--- config.mk ---
export PLATFORM = sky130hd
export DESIGN_NAME = dsp_mac_seq
export DESIGN_NICKNAME = d
export VERILOG_FILES = /design/src/rtl/dsp_seq_pkg.sv /design/src/rtl/dsp_seq_tokpipe.sv /design/src/rtl/dsp_mac_seq.sv
export SDC_FILE = /design/constraint.sdc
export NUM_CORES = 1
export LEC_CHECK = 0
export BUFFER_PORTS_ARGS = -buffer_cell sky130_fd_sc_hd__buf_2
export CORE_ASPECT_RATIO = 1.25
export CORE_UTILIZATION = 50
export DETAILED_ROUTE_END_ITERATION = 10
export HOLD_SLACK_MARGIN = 0.08
export PLACE_DENSITY = 0.85
export SLEW_MARGIN = 20
export SYNTH_ARGS = -nofsm -noshare
export SYNTH_HDL_FRONTEND = slang
export SYNTH_SLANG_ARGS = --single-unit
--- constraint.sdc ---
create_clock -name clk -period 1.9 [get_ports clk]
set_input_delay 0.38 -clock clk [delete_from_list [all_inputs] [get_ports clk]]
set_output_delay 0.38 -clock clk [all_outputs]
set_load 0.01 [all_outputs]
--- src/rtl/dsp_seq_pkg.sv ---
// dsp_seq_pkg -- shared types and constants for the DSP MAC sequencer.
//   state_t            : sequencer state encoding
//   OPMODE_IDLE        : DSP OPMODE while no accumulation is running
//   OPMODE_MAC         : DSP OPMODE for accumulate (X=M, Z=P)
//   OPMODE_PREADD_BIT  : OPMODE bit that enables the DSP pre-adder
// Build option: DSP_SEQ_PREADD_EN sets the pre-adder bit in OPMODE_MAC.
package dsp_seq_pkg;

    typedef enum logic [2:0] {
        ST_IDLE   = 3'd0,
        ST_CLR    = 3'd1,
        ST_STREAM = 3'd2,
        ST_DRAIN  = 3'd3,
        ST_DONE   = 3'd4
    } state_t;

    localparam int         OPMODE_PREADD_BIT = 4;
    localparam logic [7:0] OPMODE_IDLE       = 8'h00;

`ifdef DSP_SEQ_PREADD_EN
    localparam logic [7:0] OPMODE_MAC = 8'b0000_1001 | (8'd1 << OPMODE_PREADD_BIT);
`else
    localparam logic [7:0] OPMODE_MAC = 8'b0000_1001;
`endif

endpackage

--- src/rtl/dsp_seq_tokpipe.sv ---
// dsp_seq_tokpipe -- 2-stage token shift register tracking beats in flight
// through the DSP M and P registers.
//   clk    : clock
//   rst_n  : asynchronous active-low reset
//   flush  : synchronous clear of both stages
//   launch : token entering stage 0 on the next edge
//   tok    : tok[0] = beat entering M, tok[1] = beat entering P
module dsp_seq_tokpipe (
    input  logic       clk,
    input  logic       rst_n,
    input  logic       flush,
    input  logic       launch,
    output logic [1:0] tok
);

    always_ff @(posedge clk or negedge rst_n) begin
        if (!rst_n) begin
            tok <= 2'b00;
        end else if (flush) begin
            tok <= 2'b00;
        end else begin
            tok <= {tok[0], launch};
        end
    end

endmodule

--- src/rtl/dsp_mac_seq.sv ---
// dsp_mac_seq -- sequences a DSP slice (A/B -> M -> P) through one
// multiply-accumulate job of len beats.
//   clk, rst_n      : clock, asynchronous active-low reset
//   start, len      : job request and beat count (sampled in IDLE)
//   abort           : synchronous job cancel
//   in_valid        : operand pair present; in_ready : beat accepted
//   ce_ab/ce_m/ce_p : DSP register clock enables
//   rst_p           : synchronous clear of the DSP P register
//   opmode          : DSP OPMODE
//   busy, done      : job in progress / one-cycle completion pulse
//   ce_d            : D register enable, only with DSP_SEQ_PREADD_EN
//
// state     | meaning
// ----------+-------------------------------------------------
// ST_IDLE   | waiting for start
// ST_CLR    | one cycle clearing P, counter already loaded
// ST_STREAM | accepting beats until the counter expires
// ST_DRAIN  | waiting for the last beats to reach P
// ST_DONE   | one-cycle done pulse, P holds the final sum
module dsp_mac_seq
    import dsp_seq_pkg::*;
#(
    parameter int LEN_W    = 8,
    parameter int OPMODE_W = 8
) (
    input  logic                clk,
    input  logic                rst_n,
    input  logic                start,
    input  logic [LEN_W-1:0]    len,
    input  logic                abort,
    input  logic                in_valid,
    output logic                in_ready,
    output logic                ce_ab,
    output logic                ce_m,
    output logic                ce_p,
    output logic                rst_p,
    output logic [OPMODE_W-1:0] opmode,
`ifdef DSP_SEQ_PREADD_EN
    output logic                ce_d,
`endif
    output logic                busy,
    output logic                done
);

    state_t           state, state_nxt;
    logic [LEN_W-1:0] cnt;
    logic [1:0]       tok;
    logic [7:0]       opmode_sel;
    logic             abort_eff;
    logic             accept;
    logic             load;

    // abort only acts on a running job
    assign abort_eff = abort && (state != ST_IDLE);
    assign load      = (state == ST_IDLE) && start && (len != '0);
    assign accept    = in_valid && in_ready;

    always_ff @(posedge clk or negedge rst_n) begin
        if (!rst_n) begin
            state <= ST_IDLE;
        end else begin
            state <= state_nxt;
        end
    end

    always_comb begin
        state_nxt  = state;
        in_ready   = 1'b0;
        rst_p      = 1'b0;
        done       = 1'b0;
        busy       = (state != ST_IDLE);
        opmode_sel = OPMODE_IDLE;
        case (state)
            ST_IDLE: begin
                if (start) begin
                    state_nxt = (len != '0) ? ST_CLR : ST_DONE;
                end
            end
            ST_CLR: begin
                rst_p     = 1'b1;
                state_nxt = ST_STREAM;
            end
            ST_STREAM: begin
                in_ready   = 1'b1;
                opmode_sel = OPMODE_MAC;
                if (in_valid && (cnt == LEN_W'(1))) begin
                    state_nxt = ST_DRAIN;
                end
            end
            ST_DRAIN: begin
                opmode_sel = OPMODE_MAC;
                // no beats enter in DRAIN, so once stage 0 is empty the last
                // token is leaving stage 1 and P is final after this edge
                if (!tok[0]) begin
                    state_nxt = ST_DONE;
                end
            end
            ST_DONE: begin
                done      = 1'b1;
                state_nxt = ST_IDLE;
            end
            default: begin
                state_nxt = ST_IDLE;
            end
        endcase
        // abort overrides everything, including a final accept
        if (abort_eff) begin
            state_nxt = ST_IDLE;
            rst_p     = 1'b1;
            in_ready  = 1'b0;
            done      = 1'b0;
        end
    end

    always_ff @(posedge clk or negedge rst_n) begin
        if (!rst_n) begin
            cnt <= '0;
        end else if (abort_eff) begin
            cnt <= '0;
        end else if (load) begin
            cnt <= len;
        end else if (accept) begin
            cnt <= cnt - LEN_W'(1);
        end
    end

    dsp_seq_tokpipe u_tokpipe (
        .clk    (clk),
        .rst_n  (rst_n),
        .flush  (abort_eff),
        .launch (accept),
        .tok    (tok)
    );

    assign ce_ab  = accept;
    // P is being cleared on an abort cycle, so in-flight beats are dropped
    assign ce_m   = tok[0] && !abort_eff;
    assign ce_p   = tok[1] && !abort_eff;
    assign opmode = OPMODE_W'(opmode_sel);

`ifdef DSP_SEQ_PREADD_EN
    assign ce_d = accept;
`endif

endmodule

==> run metrics <==
share of layout cells above drive strength 1 44.4%; first-pass GRT wire length 3750 um; Max Fclk 0.529 GHz; Die Ht 50.7 um; Seq/Total Area, Yosys 34.3%; unrepaired setup endpoints after global routing yes; worst slew pin tran 0.532 ns; critical path arrival 1.51 ns; All-Layer GR Usage 27.5%; Combinational Power Share 56.5%; grt ovf 0; outcome completed; Power Total 1.52 mW; CP Max Fanout 5; metal3 WL 164 um; # setup viols final 0; total of max-cap violations 0; routed len/inst 15.9 um; met2 wire length 1370 um; WP buf/inv 3; most common cell after layout, fill and taps aside buf_4; vias in the first global route 876; CP delay by family, top flip-flops; Vias/cell 6.11; CTS tree yes; Clock Skew 0.00164 ns; setup TNS 0 ns; # nets final 167; post-synth top area share 34.3%; Cells after Synth 107; CP Class reg -> out; pins over their slew limit 0; DR pass1 iterations 4; Final HPWL DP 1740 um; initial antenna violation count 0; CP Launch Type flip-flop; post-route DRC violation count 0; Worst Setup End Kind output port; pwr dens 1140 nW/um2; Net Sw Power 0.633 mW; routed wire length 2710 um; Top Layer Used met4; met1 wire length 1070 um; clk sinks 13; #FFs+latches synth 13; Netlist cell types 42; Leak 0.616 nW; Slowest cell on crit path dfrtp_2; area delta synth->final 40.4%; largest net degree at the start of global routing 14; die area 2080 um2; critical path cell sequence buf_6 -> nor4b_4 -> nand2_2 -> inv_2 -> buf_6; most frequent cells in the layout buf_4 (23), buf_2 (17), dfrtp_1 (10); final period demand of the worst path 1.89 ns; Cell Rows 17; worst hold path type in -> reg; Seq pwr share 31.2%; YS warnings 0; vias 1,038; final hold vios 0; post-synth top area cell dfrtp_1; Top FF cell, synth dfrtp_1; Clock Tree Buf Depth 2; First DRT Iteration DRCs 33; Worst-path clk slew 0.08 ns; final core occ 75.5%; Internal 0.890 mW; Area contributors post-synth dfrtp_1 (34%), buf_4 (5.5%), or4_1 (4.0%), a221o_1 (3.2%), nor2_1 (3.2%); Post-Syn Area 950 um2; worst vdd ir 0.000614 V; Die W 41.0 um; Root Driver clkbuf_4; Initial Util 53.8%; relative slew slack 64.2%; remaining antenna violation count 0; H-tree depth 1; placeable core area 1770 um2; # diodes 0; # IOs 28; Worst path max stage delay 0.44 ns; Tcrit/Tclk final 99.4%; Avg Cell Area, Syn 8.88 um2; Required @ worst endpoint 1.52 ns; IO Port Bufs 21; cell mode on critical path buf_6; EDFF count, synth 0; power share of the clock group 12.3%; clk_lat worst skew 0.30 ns; asr flop ratio synth 100%; Switching Share 41.6%; total CTS buffers 3; GP Congestion 0.963
-- area by class of cell --
class,instances,area [um2]
multi-input cells,82,601
fillers,129,432
repair buffers,47,335
flip-flops and latches,13,329
clock buffers,4,26.3
well taps,19,23.8
inverters,5,18.8
-- worst min-delay path: cells and delay by family --
family	cells	cell delay [ns]
AO/OA/AOI/OAI	1	0.07
buffers and inverters	1	0.08
AND/OR/NAND/NOR	1	0.04
-- metal layers --
layer	track usage, %	up-vias
met1	31.8	491
met2	43.8	54
met3	6.19	14
li1	-	479
met4	15.6	0
met5	0	-
-- flip-flops by register name, summed over array words and instances, names as in the netlist --
name,flops
cnt,8
state,3
u_tokpipe.tok,2
-- power groups by stage --
stage / Clock (mW) / Combinational [mW] / Sequential, mW
floorplan: 0 / 0.433 / 0.471
detailed placement: 0 / 0.682 / 0.487
finish: 0.187 / 0.861 / 0.475
CTS: 0.189 / 0.778 / 0.458
global placement: 0 / 0.659 / 0.484
global route: 0.204 / 0.942 / 0.484
-- cell usage after synthesis (all sizes together), types with 3 or more instances --
cell type	n
nor2	8
and2	3
o21ai	4
a221o	3
clkbuf	4
nor4b	3
buf	8
a21oi	4
nor3	4
nand3b	3
a31oi	3
nand2	7
dfrtp	13
or4	5
inv	5
-- logic make-up after synthesis --
| logic type | synth area share [%] |
|---|---|
| adder cells (fa/ha/maj) | 2.63 |
| AO/OA/AOI/OAI | 18.2 |
| buffers and inverters | 9.62 |
| flip-flops | 34.3 |
| AND/OR/NAND/NOR | 32.8 |
| XOR/XNOR | 0.922 |
| other | 0.395 |
| multiplexers | 1.19 |
-- metrics by stage --
step / cell area (um2) / setup WS (ns) / std cells / hold slack, ns
after floorplan: 968 / 0.156 / 112 / 0.0844
after global placement: 1130 / 0.00344 / 154 / 0.281
after detailed placement: 1130 / -0.0349 / 154 / 0.281
after CTS: 1240 / 0.0126 / 166 / 0.320
after global routing: 1330 / -0.0686 / 170 / 0.336
final: 1330 / 0.0108 / 170 / 0.322
-- repair_timing --
item	in CTS	in global routing
pin swaps	1	6
hold endpoints to repair	13	0
hold buffers	1	0
gates resized for setup	6	17
endpoints found under the setup margin	6	11
buffers inserted	7	4
-- path summary, 6_finish.rpt --
path                       startpoint                to  slack, ns  cells past startpoint
max                          state[2]             ce_ab       0.01                      5
min                            len[7]            cnt[7]       0.32                      3
max reg2reg                    cnt[5]          state[2]       0.03                      4
min reg2reg                    cnt[3]            cnt[3]       0.60                      1
max in group asynchronous       rst_n          state[0]       1.16                      2
min in group asynchronous       rst_n  u_tokpipe.tok[0]       0.49                      2
Power figures use the tool's default switching activity.
